--- src/rtl/hazard_ctl_pkg.sv ---
// Shared types and constants for the pipeline hazard sequencer.
package hazard_ctl_pkg;

    localparam int REGADDRSIZE = 5;
    localparam logic [REGADDRSIZE-1:0] XZR = 5'd31;

    typedef enum logic {
        HZ_RUN     = 1'b0,
        HZ_MULBUSY = 1'b1
    } hz_state_e;

    typedef struct packed {
        logic pc_write;
        logic ifid_write;
        logic ifid_flush;
        logic idex_write;
        logic idex_bubble;
        logic exmem_bubble;
    } hz_ctl_t;

    localparam hz_ctl_t CTL_NORMAL   = hz_ctl_t'(6'b110100);
    localparam hz_ctl_t CTL_LOADUSE  = hz_ctl_t'(6'b000110);
    localparam hz_ctl_t CTL_MULSTALL = hz_ctl_t'(6'b000001);
    localparam hz_ctl_t CTL_FLUSH    = hz_ctl_t'(6'b111111);
    // Reset drains the pipe: ID/EX and EX/MEM keep loading bubbles.
    localparam hz_ctl_t CTL_RESET    = hz_ctl_t'(6'b001111);

endpackage

--- src/rtl/hazard_ctl_if.sv ---
// Observation inputs from ID/EX/MEM and the stage-control outputs of hazard_ctl.
import hazard_ctl_pkg::*;

interface hazard_ctl_if #(
    parameter int CNTSIZE = 32
);
    logic [REGADDRSIZE-1:0] ifid_ra;
    logic [REGADDRSIZE-1:0] ifid_rb;
    logic                   id_usesra;
    logic                   id_usesrb;
    logic                   idex_memread;
    logic                   idex_multi;
    logic                   idex_nop;
    logic [REGADDRSIZE-1:0] idex_rd;
    logic                   branch_taken;
    logic                   pc_write;
    logic                   ifid_write;
    logic                   ifid_flush;
    logic                   idex_write;
    logic                   idex_bubble;
    logic                   exmem_bubble;
    logic                   busy;
    logic [CNTSIZE-1:0]     stall_count;
    logic [CNTSIZE-1:0]     flush_count;

    modport master (
        output ifid_ra, ifid_rb, id_usesra, id_usesrb, idex_memread, idex_multi,
               idex_nop, idex_rd, branch_taken,
        input  pc_write, ifid_write, ifid_flush, idex_write, idex_bubble,
               exmem_bubble, busy, stall_count, flush_count
    );

    modport slave (
        input  ifid_ra, ifid_rb, id_usesra, id_usesrb, idex_memread, idex_multi,
               idex_nop, idex_rd, branch_taken,
        output pc_write, ifid_write, ifid_flush, idex_write, idex_bubble,
               exmem_bubble, busy, stall_count, flush_count
    );
endinterface

--- src/rtl/hazard_ctl_match.sv ---
// Load-use detector: a live load in EX writing a register the ID instruction reads.
import hazard_ctl_pkg::*;

module hazard_ctl_match (
    input  logic [REGADDRSIZE-1:0] ra,
    input  logic [REGADDRSIZE-1:0] rb,
    input  logic                   usesra,
    input  logic                   usesrb,
    input  logic                   memread,
    input  logic                   nop,
    input  logic [REGADDRSIZE-1:0] rd,
    output logic                   loaduse
);
    logic hit_a, hit_b;

    assign hit_a   = usesra && (ra == rd);
    assign hit_b   = usesrb && (rb == rd);
    // XZR reads are constant zero, so a load targeting it never creates a dependency.
    assign loaduse = memread && !nop && (rd != XZR) && (hit_a || hit_b);
endmodule

--- src/rtl/hazard_ctl.sv ---
// Pipeline sequencer: load-use / multi-cycle EX stalls, branch flushes, perf counters.
import hazard_ctl_pkg::*;

module hazard_ctl #(
    parameter int MULCYCLES = 4,
    parameter int CNTSIZE   = 32
) (
    input  logic        clk,
    input  logic        rst,
    hazard_ctl_if.slave bus
);
    localparam int CW = (MULCYCLES > 2) ? $clog2(MULCYCLES) : 1;
    localparam logic [CW-1:0] CNT_START = CW'(MULCYCLES - 2);

    hz_state_e          state, state_n;
    logic [CW-1:0]      cnt, cnt_n;
    hz_ctl_t            ctl;
    logic               loaduse, mulstart;
    logic [CNTSIZE-1:0] stall_cnt, flush_cnt;

    hazard_ctl_match u_match (
        .ra      (bus.ifid_ra),
        .rb      (bus.ifid_rb),
        .usesra  (bus.id_usesra),
        .usesrb  (bus.id_usesrb),
        .memread (bus.idex_memread),
        .nop     (bus.idex_nop),
        .rd      (bus.idex_rd),
        .loaduse (loaduse)
    );

    assign mulstart = bus.idex_multi && !bus.idex_nop;

    always_comb begin
        ctl     = CTL_NORMAL;
        state_n = state;
        cnt_n   = cnt;
        if (rst) begin
            ctl     = CTL_RESET;
            state_n = HZ_RUN;
            cnt_n   = '0;
        end else if (bus.branch_taken) begin
            // The branch is older than anything in EX, so it also kills a pending mul.
            ctl     = CTL_FLUSH;
            state_n = HZ_RUN;
            cnt_n   = '0;
        end else begin
            case (state)
                HZ_RUN: begin
                    if (mulstart) begin
                        ctl     = CTL_MULSTALL;
                        state_n = HZ_MULBUSY;
                        cnt_n   = CNT_START;
                    end else if (loaduse) begin
                        ctl = CTL_LOADUSE;
                    end
                end
                HZ_MULBUSY: begin
                    if (cnt != '0) begin
                        ctl   = CTL_MULSTALL;
                        cnt_n = cnt - 1'b1;
                    end else begin
                        // Release cycle: the finished mul leaves EX; don't restart on it.
                        ctl     = loaduse ? CTL_LOADUSE : CTL_NORMAL;
                        state_n = HZ_RUN;
                    end
                end
                default: begin
                    state_n = HZ_RUN;
                    cnt_n   = '0;
                end
            endcase
        end
    end

    always_ff @(posedge clk) begin
        if (rst) begin
            state     <= HZ_RUN;
            cnt       <= '0;
            stall_cnt <= '0;
            flush_cnt <= '0;
        end else begin
            state <= state_n;
            cnt   <= cnt_n;
            if (!ctl.pc_write && (stall_cnt != '1))
                stall_cnt <= stall_cnt + 1'b1;
            if (bus.branch_taken && (flush_cnt != '1))
                flush_cnt <= flush_cnt + 1'b1;
        end
    end

    assign bus.pc_write     = ctl.pc_write;
    assign bus.ifid_write   = ctl.ifid_write;
    assign bus.ifid_flush   = ctl.ifid_flush;
    assign bus.idex_write   = ctl.idex_write;
    assign bus.idex_bubble  = ctl.idex_bubble;
    assign bus.exmem_bubble = ctl.exmem_bubble;
    assign bus.busy         = (state == HZ_MULBUSY);
    assign bus.stall_count  = stall_cnt;
    assign bus.flush_count  = flush_cnt;
endmodule
--- src/flat_wrapper.sv ---
// flat-port wrapper written by rule: the top's interface ports become plain ports
module hazard_ctl_flat 
#(
    parameter int MULCYCLES = 4,
    parameter int CNTSIZE   = 32
)
  (clk, rst, bus_ifid_ra, bus_ifid_rb, bus_id_usesra, bus_id_usesrb, bus_idex_memread, bus_idex_multi, bus_idex_nop, bus_idex_rd, bus_branch_taken, bus_pc_write, bus_ifid_write, bus_ifid_flush, bus_idex_write, bus_idex_bubble, bus_exmem_bubble, bus_busy, bus_stall_count, bus_flush_count);
  hazard_ctl_if #(.CNTSIZE(CNTSIZE)) bus_i ();
  input  logic clk;
  input  logic rst;
  input wire logic [$bits(bus_i.ifid_ra)-1:0] bus_ifid_ra;
  input wire logic [$bits(bus_i.ifid_rb)-1:0] bus_ifid_rb;
  input wire logic [$bits(bus_i.id_usesra)-1:0] bus_id_usesra;
  input wire logic [$bits(bus_i.id_usesrb)-1:0] bus_id_usesrb;
  input wire logic [$bits(bus_i.idex_memread)-1:0] bus_idex_memread;
  input wire logic [$bits(bus_i.idex_multi)-1:0] bus_idex_multi;
  input wire logic [$bits(bus_i.idex_nop)-1:0] bus_idex_nop;
  input wire logic [$bits(bus_i.idex_rd)-1:0] bus_idex_rd;
  input wire logic [$bits(bus_i.branch_taken)-1:0] bus_branch_taken;
  output wire logic [$bits(bus_i.pc_write)-1:0] bus_pc_write;
  output wire logic [$bits(bus_i.ifid_write)-1:0] bus_ifid_write;
  output wire logic [$bits(bus_i.ifid_flush)-1:0] bus_ifid_flush;
  output wire logic [$bits(bus_i.idex_write)-1:0] bus_idex_write;
  output wire logic [$bits(bus_i.idex_bubble)-1:0] bus_idex_bubble;
  output wire logic [$bits(bus_i.exmem_bubble)-1:0] bus_exmem_bubble;
  output wire logic [$bits(bus_i.busy)-1:0] bus_busy;
  output wire logic [$bits(bus_i.stall_count)-1:0] bus_stall_count;
  output wire logic [$bits(bus_i.flush_count)-1:0] bus_flush_count;
  assign bus_i.ifid_ra = bus_ifid_ra;
  assign bus_i.ifid_rb = bus_ifid_rb;
  assign bus_i.id_usesra = bus_id_usesra;
  assign bus_i.id_usesrb = bus_id_usesrb;
  assign bus_i.idex_memread = bus_idex_memread;
  assign bus_i.idex_multi = bus_idex_multi;
  assign bus_i.idex_nop = bus_idex_nop;
  assign bus_i.idex_rd = bus_idex_rd;
  assign bus_i.branch_taken = bus_branch_taken;
  assign bus_pc_write = bus_i.pc_write;
  assign bus_ifid_write = bus_i.ifid_write;
  assign bus_ifid_flush = bus_i.ifid_flush;
  assign bus_idex_write = bus_i.idex_write;
  assign bus_idex_bubble = bus_i.idex_bubble;
  assign bus_exmem_bubble = bus_i.exmem_bubble;
  assign bus_busy = bus_i.busy;
  assign bus_stall_count = bus_i.stall_count;
  assign bus_flush_count = bus_i.flush_count;
  hazard_ctl #(.MULCYCLES(MULCYCLES), .CNTSIZE(CNTSIZE)) u_core (.clk(clk), .rst(rst), .bus(bus_i));
endmodule
--- config.mk ---
export PLATFORM = sky130hd
export DESIGN_NAME = hazard_ctl_flat
export DESIGN_NICKNAME = d
export VERILOG_FILES = /design/src/rtl/hazard_ctl_pkg.sv /design/src/rtl/hazard_ctl_if.sv /design/src/rtl/hazard_ctl_match.sv /design/src/rtl/hazard_ctl.sv /design/src/flat_wrapper.sv
export SDC_FILE = /design/constraint.sdc
export NUM_CORES = 1
export LEC_CHECK = 0
export ABC_CLOCK_PERIOD_IN_PS = 3000
export CAP_MARGIN = 40
export CORE_UTILIZATION = 48
export CTS_CLUSTER_SIZE = 14
export DETAILED_ROUTE_END_ITERATION = 8
export PLACE_DENSITY = 0.86
export SLEW_MARGIN = 40
export SYNTH_ARGS = -nofsm -noshare
export SYNTH_HDL_FRONTEND = slang
export SYNTH_SLANG_ARGS = --single-unit
--- constraint.sdc ---
create_clock -name clk -period 3 [get_ports clk]
set_clock_uncertainty 0.05 [all_clocks]
set_input_delay 0.6 -clock clk [delete_from_list [all_inputs] [get_ports clk]]
set_output_delay 0.6 -clock clk [all_outputs]
set_load 0.03 [all_outputs]
# After elaboration in Yosys (flattened, before gate mapping)

Cells that the tools add are included.

$add $sub $neg: 3
Equal/unequal tests: 7
Mux-type cells: 12
Bitwise gates (word level): 1
Reductions and logical operators: 14

Operator list:

| cell                                                  | count |
|---|---|
| adder 32 x 1 -> 32 bit, second input constant         | 2 |
| inequality test 32 bit, second input constant         | 2 |
| 2-to-1 mux 6 bit                                      | 5 |
| case mux 6 bit (2 select lines)                       | 1 |
| equality test 5 bit                                   | 2 |
| logical AND 1 bit                                     | 8 |
| inequality test 5 bit, second input constant          | 1 |
| 2-to-1 mux 2 bit                                      | 2 |
| case mux 2 bit (2 select lines)                       | 1 |
| zero test 1 bit                                       | 2 |
| 2-to-1 mux 1 bit                                      | 2 |
| inequality test 2 x 1 -> 1 bit, second input constant | 1 |
| inequality test 2 bit, second input constant          | 1 |
| case mux 1 bit (2 select lines)                       | 1 |
| AND reduction 2 bit                                   | 1 |
| nonzero test 2 bit                                    | 1 |
| OR reduction 2 bit                                    | 1 |
| subtractor 2 x 1 -> 2 bit, second input constant      | 1 |
| logical OR 1 bit                                      | 1 |
| NOT 1 bit                                             | 1 |

Register bits: 67
Output and inout bits: 71
Logic and storage cells: 41

# Longest topological paths before layout

Gate-level depths: netlist (run 1).

Word-level depth: 11
Mapped depth: 11
Mapped depth without buffers: 9

# Modules after synthesis

Synthesis (run 1) repeated with hierarchy kept, for this count alone.

Cells, all modules: 414
Area, all modules: 3513.4 um2

By module, submodules not included:

| module           | instances | cells an instance | area an instance (um2) | seq. area each (um2) |
|---|---|---|---|---|
| hazard_ctl       | 1         | 396               | 3379.5                 | 1341.3 |
| hazard_ctl_match | 1         | 18                | 133.9                  | 0.0 |

# Worst setup path after synthesis (run 1)

No wires, ideal clock.

Kind: input-to-output
Start: input bus_ifid_ra[4]
End: output bus_pc_write
Arrival time: 2064 ps
Required time: 2350 ps
Slack: 286 ps
Stages on the path: 7
Path through: xnor2_1 nand4_1 o22ai_1 a31o_2 clkbuf_1 nor2_1 buf_4

Word-level cells in the longest chain between the ends: 9
Elaborated cells between the ends (all ways): 10
Those cells by class: 1 x eq/ne; 6 x mux; 3 x reduce/logical

RTL lines:

| what                                       | line                               | text |
|---|---|---|
| from (decl)                                | flat_wrapper.sv:11                 | `input wire logic [$bits(bus_i.ifid_ra)-1:0] bus_ifid_ra;` |
| equality test 5 bit (*)                    | hazard_ctl_match.sv:16             | `assign hit_a = usesra && (ra == rd);` |
| logical AND 1 bit (*)                      | hazard_ctl_match.sv:16             |  |
| logical OR 1 bit (*)                       | hazard_ctl_match.sv:19             | `assign loaduse = memread && !nop && (rd != XZR) && (hit_a \|\| hit_b);` |
| logical AND 1 bit (*)                      | hazard_ctl_match.sv:19             |  |
| 2-to-1 mux 6 bit (*)                       | hazard_ctl.sv:54, hazard_ctl.sv:64 |  |
| 2-to-1 mux 6 bit, on equally long branches | hazard_ctl.sv:59, hazard_ctl.sv:50 |  |
| case mux 6 bit (2 select lines) (*)        | hazard_ctl.sv:48                   | `case (state)` |
| 2-to-1 mux 6 bit (*)                       | hazard_ctl.sv:42                   | `end else if (bus.branch_taken) begin` |
| 2-to-1 mux 6 bit (*)                       | hazard_ctl.sv:38                   | `if (rst) begin` |
| to (decl)                                  | flat_wrapper.sv:20                 | `output wire logic [$bits(bus_i.pc_write)-1:0] bus_pc_write;` |

Mark *: on every way between the ends. The rest lies on a longest branch, timed or not.

# Final worst setup path (run 1)

Start: input bus_idex_rd[2]
End: output bus_ifid_write

Word-level cells in the longest chain between the ends: 9
Elaborated cells between the ends (all ways): 14
Those cells by class: 3 x eq/ne; 6 x mux; 5 x reduce/logical

RTL lines:

| what                                          | line                                           | text |
|---|---|---|
| from (decl)                                   | flat_wrapper.sv:18                             | `input wire logic [$bits(bus_i.idex_rd)-1:0] bus_idex_rd;` |
| equality test 5 bit, on equally long branches | hazard_ctl_match.sv:16, hazard_ctl_match.sv:17 |  |
| logical AND 1 bit, on equally long branches   | hazard_ctl_match.sv:16, hazard_ctl_match.sv:17 |  |
| logical OR 1 bit                              | hazard_ctl_match.sv:19                         |  |
| logical AND 1 bit (*)                         | hazard_ctl_match.sv:19                         |  |
| 2-to-1 mux 6 bit (*)                          | hazard_ctl.sv:54, hazard_ctl.sv:64             |  |
| 2-to-1 mux 6 bit, on equally long branches    | hazard_ctl.sv:59, hazard_ctl.sv:50             |  |
| case mux 6 bit (2 select lines) (*)           | hazard_ctl.sv:48                               |  |
| 2-to-1 mux 6 bit (*)                          | hazard_ctl.sv:42                               |  |
| 2-to-1 mux 6 bit (*)                          | hazard_ctl.sv:38                               |  |
| to (decl)                                     | flat_wrapper.sv:21                             | `output wire logic [$bits(bus_i.ifid_write)-1:0] bus_ifid_write;` |

Marked as above.

==> flow_metrics.env, run 1 <==
export IMPL_cts_root_buf="clkbuf_8"
export IMPL_htree_levels=3
export IMPL_syn_avg_cell_area_um2=8.299
export IMPL_insertion_delay_ps=340
export IMPL_cts_tree="yes"
export IMPL_violations="DRC"
export IMPL_reg2reg_to="u_core.bus.flush_count[12]"
export IMPL_max_cap_violations=0
export IMPL_critPathSlowestCell="clkdlybuf4s50_1"
export IMPL_synthArstFlopShare_pct=0
export IMPL_core_area_um2=6495
export IMPL_wl_met1_um=3504
export IMPL_fill_cells=533
export IMPL_port_buffers=93
export IMPL_final_setup_worst_slack_ps=85.50
export IMPL_die_area_um2=7217
export IMPL_tns_ps=0
export IMPL_rsz0062_at_grt="false"
export IMPL_maxSlewHeadroom_pct=55.86
export IMPL_drtIter0Drc=123
export IMPL_ys_top_cells_by_area="dfxtp_1 41%, xor2_1 11%, nor2_1 8.9%"
export IMPL_start_util_pct=50.86
export IMPL_grt_start_max_net_pins=67
export IMPL_cpPeakStageDelay_ps=470
export IMPL_critPathTopFamily="buffers and inverters"
export IMPL_synth_top_flop_cell="dfxtp_1"
export IMPL_dieHeight_um=84.96
export IMPL_hold_violations=0
export IMPL_fmax_ghz=0.3431
export IMPL_critPathMaxFanout=7
export IMPL_first_global_vias=3010
export IMPL_start_kind="primary input"
export IMPL_grt_use_total_pct=23.58
export IMPL_period_share_pct=97.15
export IMPL_critPathCapture="bus_ifid_write"
export IMPL_netlist_area_um2=3303
export IMPL_num_vias=3206
export IMPL_grt_pass1_wl_um=13780
export IMPL_place_gp_congestion=0.8015
export IMPL_path_clk_slew_ps=70
export IMPL_synth_top_cell_area_share_pct=40.61
export IMPL_ff2ff_setup_slack_ps=520
export IMPL_nNetsFinal=525
export IMPL_report_final_slew_viol_count=0
export IMPL_hpwl_um=5871
export IMPL_ys_seq_area_share_pct=40.61
export IMPL_overflow=0
export IMPL_drtPass1Iterations=9
export IMPL_worst_pin_slew_ps=662.1
export IMPL_cp_end_kind="primary output"
export IMPL_vdd_ir_drop_max_uv=238.7
export IMPL_rows=29
export IMPL_cp_num_buf_inv=2
export IMPL_grt_antenna_before_repair=0
export IMPL_wl_met3_um=473
export IMPL_ctsHoldBuffers=0
export IMPL_cp_required_ps=2350
export IMPL_drive_gt1_share_pct=8.748
export IMPL_synth_fp_nets=424
export IMPL_post_cts_resize_count=0
export IMPL_cts_max_path_buffers=2
export IMPL_synth_edf_count=0
export IMPL_cts_made_buffers=9
export IMPL_drc=7
export IMPL_via_per_inst=5.528
export IMPL_area_growth_pct=36.29
export IMPL_min_period_ps=2914
export IMPL_pwr_density_cell_nw_per_um2=375.8
export IMPL_ioPinCount=94
export IMPL_wirelength_um=8258
export IMPL_leakage_nw=1.614
export IMPL_wl_met2_um=4147
export IMPL_cp_cell_sequence="clkdlybuf4s50_1, and3_1, a311oi_1, a31o_2, nor2_1, buf_4"
export IMPL_num_antenna_cells=0
export IMPL_cp_depth=6
export IMPL_reg2regPathDepth=7
export IMPL_yosysTopAreaCell="dfxtp_1"
export IMPL_dp_slack_ps=67.48
export IMPL_critPathKind="primary input to primary output"
export IMPL_synth_warnings=0
export IMPL_ys_ff_latch=67
export IMPL_top_layer="met4"
export IMPL_critPathArrivalTime_ps=2260
export IMPL_status="finished, violations left"
export IMPL_post_cts_setup_buffers=0
export IMPL_die_x_um=84.96
export IMPL_ant_nets=0
export IMPL_synth_cells=398
export IMPL_wire_per_inst_um=14.24
export IMPL_cts_sinks=67
export IMPL_worstHoldPathType="flip-flop to flip-flop"
export IMPL_crit_start="bus_idex_rd[2]"
export IMPL_r2r_start="u_core.bus.flush_count[19]"
export IMPL_finalSetupViolCount=0
export IMPL_yosysUniqueCellTypes=43
-- cell type report --
cell class	count	area (um^2)	area share [%]
clock inverter	5	30.03	0.6670
sequential	67	1341	29.79
multi-input combinational	305	1851	41.11
tap	77	96.34	2.140
timing repair buffer	104	1001	22.23
clock buffer	10	137.6	3.057
inverter	12	45.04	1.001
-- synthesized netlist by cell type (2+ instances only) --
cell type,instances
a21oi_1,10
a311oi_1,2
and3_1,12
and3_2,2
and4_1,6
and4_2,2
buf_2,2
clkbuf_1,10
dfxtp_1,67
ha_1,3
inv_1,12
mux2i_1,2
nand2_1,24
nand2b_1,2
nand3_1,38
nand4_1,17
nor2_1,78
nor2b_1,2
nor3_1,6
nor4_1,3
o21a_1,2
o21ai_0,8
o31ai_1,2
or3_1,7
or4_1,2
xnor2_1,21
xor2_1,40
-- sequential cells by signal (all words and copies together) (netlist names) --
| name | flops |
|---|---|
| u_core.bus.stall_count | 32 |
| u_core.bus.flush_count | 32 |
| u_core.bus.busy | 1 |
| u_core.cnt | 2 |
-- worst register-to-register path: cells and delay by family (launching register included) --
| family | cells | cell delay, ps |
|---|---|---|
| simple gates | 5 | 1210 |
| compound gates | 1 | 490 |
| flops | 1 | 460 |
| xor+xnor | 1 | 140 |
-- metal layers --
metal / GRT usage, % / up-vias
met5: 0 / -
met4: 9.707 / 0
met3: 3.988 / 15
met2: 41.79 / 101
met1: 28.26 / 1531
li1: - / 1559
-- stage by stage --
step / instance area (um^2) / util [%] / power [mW] / hold slack, ps / cells
after CTS: 4502 / 69.31 / 1.700 / 456.3 / 580
after global routing: 4502 / 69.31 / 1.750 / 483.6 / 580
after floorplan: 3303 / - / 0.9871 / 426.3 / 398
after detailed placement: 4334 / 66.73 / 1.052 / 443.9 / 565
final: 4502 / 69.31 / 1.692 / 457.3 / 580
after global placement: 4334 / 66.73 / 1.048 / 427.4 / 565
-- logic make-up after synthesis --
group           after synthesis  share of synthesized area (%)
simple gates                210                          32.20
fa+ha+maj                     3                          1.136
mux                           3                         0.9470
buf+inv                      26                          3.371
flops                        67                          40.61
compound gates               28                          5.568
xor+xnor                     61                          16.17
-- worst min-delay path by stage --
stage | cells after the start | slack (ps) | to | startpoint
floorplan | 2 | 430 | u_core.cnt[1] | u_core.cnt[1]
global placement | 2 | 430 | u_core.bus.stall_count[12] | u_core.bus.stall_count[12]
detailed placement | 2 | 440 | u_core.bus.flush_count[30] | u_core.bus.flush_count[30]
CTS | 2 | 460 | u_core.bus.stall_count[30] | u_core.bus.stall_count[30]
global route | 2 | 480 | u_core.bus.flush_count[30] | u_core.bus.flush_count[30]
finish | 2 | 460 | u_core.cnt[1] | u_core.cnt[1]
-- layout by cell type, fill, tap and decap left out, types with 8 or more instances in the layout --
cell type / instances
clkdlybuf4s50_1: 89
nor2_1: 78
dfxtp_1: 67
xor2_1: 40
nand3_1: 38
nand2_1: 24
xnor2_1: 21
nand4_1: 17
buf_4: 14
inv_1: 12
and3_1: 12
a21oi_1: 10
clkbuf_8: 10
o21ai_0: 8
-- report_power, final --
group | leakage, nW | total [mW] | switching [mW] | internal, mW
clock | 0.0839 | 0.660 | 0.347 | 0.313
sequential | 0.540 | 0.899 | 0.00527 | 0.894
combinational | 0.990 | 0.133 | 0.0696 | 0.0632
(Power assumes the default switching activity.)
==> run 2, diff against run 1 <==
Settings changed: CORE_MARGIN from default to 3.
==> run 2 against run 1 <==
  * Sequential share of layout area shrank 0.88 points
  * Critical path type unchanged
  * The flow now finishes without violations
  * Wire length rose by 0.67%
  * Via count shrank 2.0%
  * Count of clock-buffer cells in the layout unchanged
  * Highest routed layer unchanged
  * Flip-flop and latch count unchanged
==> flow_metrics.env, run 2 (synthesized netlist as in run 1, its figures left out) <==
export IMPL_status="finished, final reports clean"
export IMPL_via_per_inst=5.371
export IMPL_start_kind="primary input"
export IMPL_num_antenna_cells=0
export IMPL_multi_input_area_um2=1851
export IMPL_ant_nets=0
export IMPL_max_cap_violations=0
export IMPL_tns_ps=0
export IMPL_die_x_um=88.96
export IMPL_cts_sinks=67
export IMPL_dieHeight_um=88.96
export IMPL_cp_end_kind="primary output"
export IMPL_dpl_cell_count=566
export IMPL_finalSetupViolCount=0
export IMPL_drive_gt1_share_pct=9.646
export IMPL_vdd_ir_drop_max_uv=288.1
export IMPL_reg2regPathDepth=7
export IMPL_final_common_cell="clkdlybuf4s50_1"
export IMPL_wirelength_um=8313
export IMPL_min_to="u_core.cnt[1]"
export IMPL_fin_hold_ws_ps=463.8
export IMPL_p_total_mw=2.054
export IMPL_cp_required_ps=2350
export IMPL_crit_start="bus_idex_rd[2]"
export IMPL_drtIter0Drc=226
export IMPL_r2r_start="u_core.bus.flush_count[19]"
export IMPL_htree_levels=3
export IMPL_fin_cells=585
export IMPL_hold_start="u_core.cnt[1]"
export IMPL_area_growth_pct=40.42
export IMPL_min_path_cells=2
export IMPL_top_layer="met4"
export IMPL_nNetsFinal=529
export IMPL_start_util_pct=50.86
export IMPL_pwr_density_cell_nw_per_um2=442.9
export IMPL_grt_use_total_pct=21.83
export IMPL_ff2ff_setup_slack_ps=550
export IMPL_place_gp_congestion=0.8285
export IMPL_wl_met1_um=3744
export IMPL_critPathMaxFanout=6
export IMPL_grt_pass1_wl_um=13740
export IMPL_ioPinCount=94
export IMPL_leakage_nw=1.682
export IMPL_worstHoldPathType="flip-flop to flip-flop"
export IMPL_post_cts_resize_count=0
export IMPL_report_final_slew_viol_count=0
export IMPL_grt_start_max_net_pins=67
export IMPL_insertion_delay_ps=340
export IMPL_cts_max_path_buffers=2
export IMPL_drtPass1Iterations=4
export IMPL_port_buffers=93
export IMPL_num_vias=3142
export IMPL_reg2reg_to="u_core.bus.flush_count[12]"
export IMPL_first_global_vias=3000
export IMPL_path_clk_slew_ps=80
export IMPL_period_share_pct=96.37
export IMPL_die_area_um2=7913
export IMPL_overflow=0
export IMPL_fmax_ghz=0.3459
export IMPL_final_cell_mix="89 x clkdlybuf4s50_1, 78 x nor2_1, 67 x dfxtp_1, 40 x xor2_1, 38 x nand3_1"
export IMPL_critPathKind="primary input to primary output"
export IMPL_seqCellArea_um2=1341
export IMPL_hpwl_um=5865
export IMPL_maxSlewHeadroom_pct=55.43
export IMPL_post_cts_setup_buffers=0
export IMPL_critPathArrivalTime_ps=2240
export IMPL_drc=0
export IMPL_cts_tree="yes"
export IMPL_min_period_ps=2891
export IMPL_hold_violations=0
export IMPL_fill_cells=489
export IMPL_cts_made_buffers=9
export IMPL_grt_antenna_before_repair=0
export IMPL_ctsHoldBuffers=0
export IMPL_worst_pin_slew_ps=668.5
export IMPL_wire_per_inst_um=14.21
export IMPL_wl_met3_um=340
export IMPL_cts_root_buf="clkbuf_8"
export IMPL_rows=29
export IMPL_rsz0062_at_grt="false"
export IMPL_wl_met2_um=4100
export IMPL_core_area_um2=6495
[run 2: cell count changes in the layout (fill, tap and decap cells not counted)]
cell,previous run,this run
clkinvlp_4,2,1
clkinv_4,0,1
bufinv_16,0,4
clkinv_2,3,0
buf_4,14,18
[run 2: worst max-delay path: stages]
cell and delay (ps):
clkdlybuf4s50_1 460, and3_1 210, a311oi_1 370, a31o_2 310
nor2_1 80, buf_4 210
[run 2: report_power, final]
group / internal (mW) / leakage, nW / switching (mW)
clock: 0.660 / 0.133 / 0.362
sequential: 0.894 / 0.540 / 0.00517
combinational: 0.0644 / 1.01 / 0.0690
total: 1.62 / 1.68 / 0.436
[run 2: metal layers]
layer	vias to the layer above	GRT usage [%]
met1	1477	27.31
met3	13	4.332
met2	79	37.18
met5	-	0
li1	1573	-
met4	0	8.254
[run 2: final cells by class]
| cell class | count | area share (%) |
|---|---|---|
| clock buffer | 10 | 2.967 |
| clock inverter | 6 | 2.940 |
| inverter | 12 | 0.9711 |
| multi-input combinational | 305 | 39.90 |
| sequential | 67 | 28.92 |
| tap | 77 | 2.077 |
| timing repair buffer | 108 | 22.23 |
[run 2: metrics by stage]
step           utilization, %  area (um^2)  worst slack [ps]
6_report                71.41         4638             108.8
5_1_grt                 71.41         4638             47.33
4_1_cts                 71.07         4616             47.44
3_5_place_dp            66.85         4342             12.68
3_3_place_gp            66.85         4342             95.97
2_1_floorplan               -         3303             286.1
[run 2: worst max path at each step]
stage / slack, ps / to / depth (start not counted)
after floorplan: 290 / bus_pc_write / 7
after global placement: 100 / bus_pc_write / 6
after detailed placement: 10 / u_core.bus.stall_count[24] / 7
after CTS: 50 / bus_pc_write / 6
after global routing: 50 / bus_pc_write / 6
final: 110 / bus_pc_write / 6
==> run 3, diff against run 2 <==
Settings changed: HOLD_SLACK_MARGIN from default to 0.12.
==> results of run 3 <==
Final layout, timing and power as in run 2 (identical DEF).
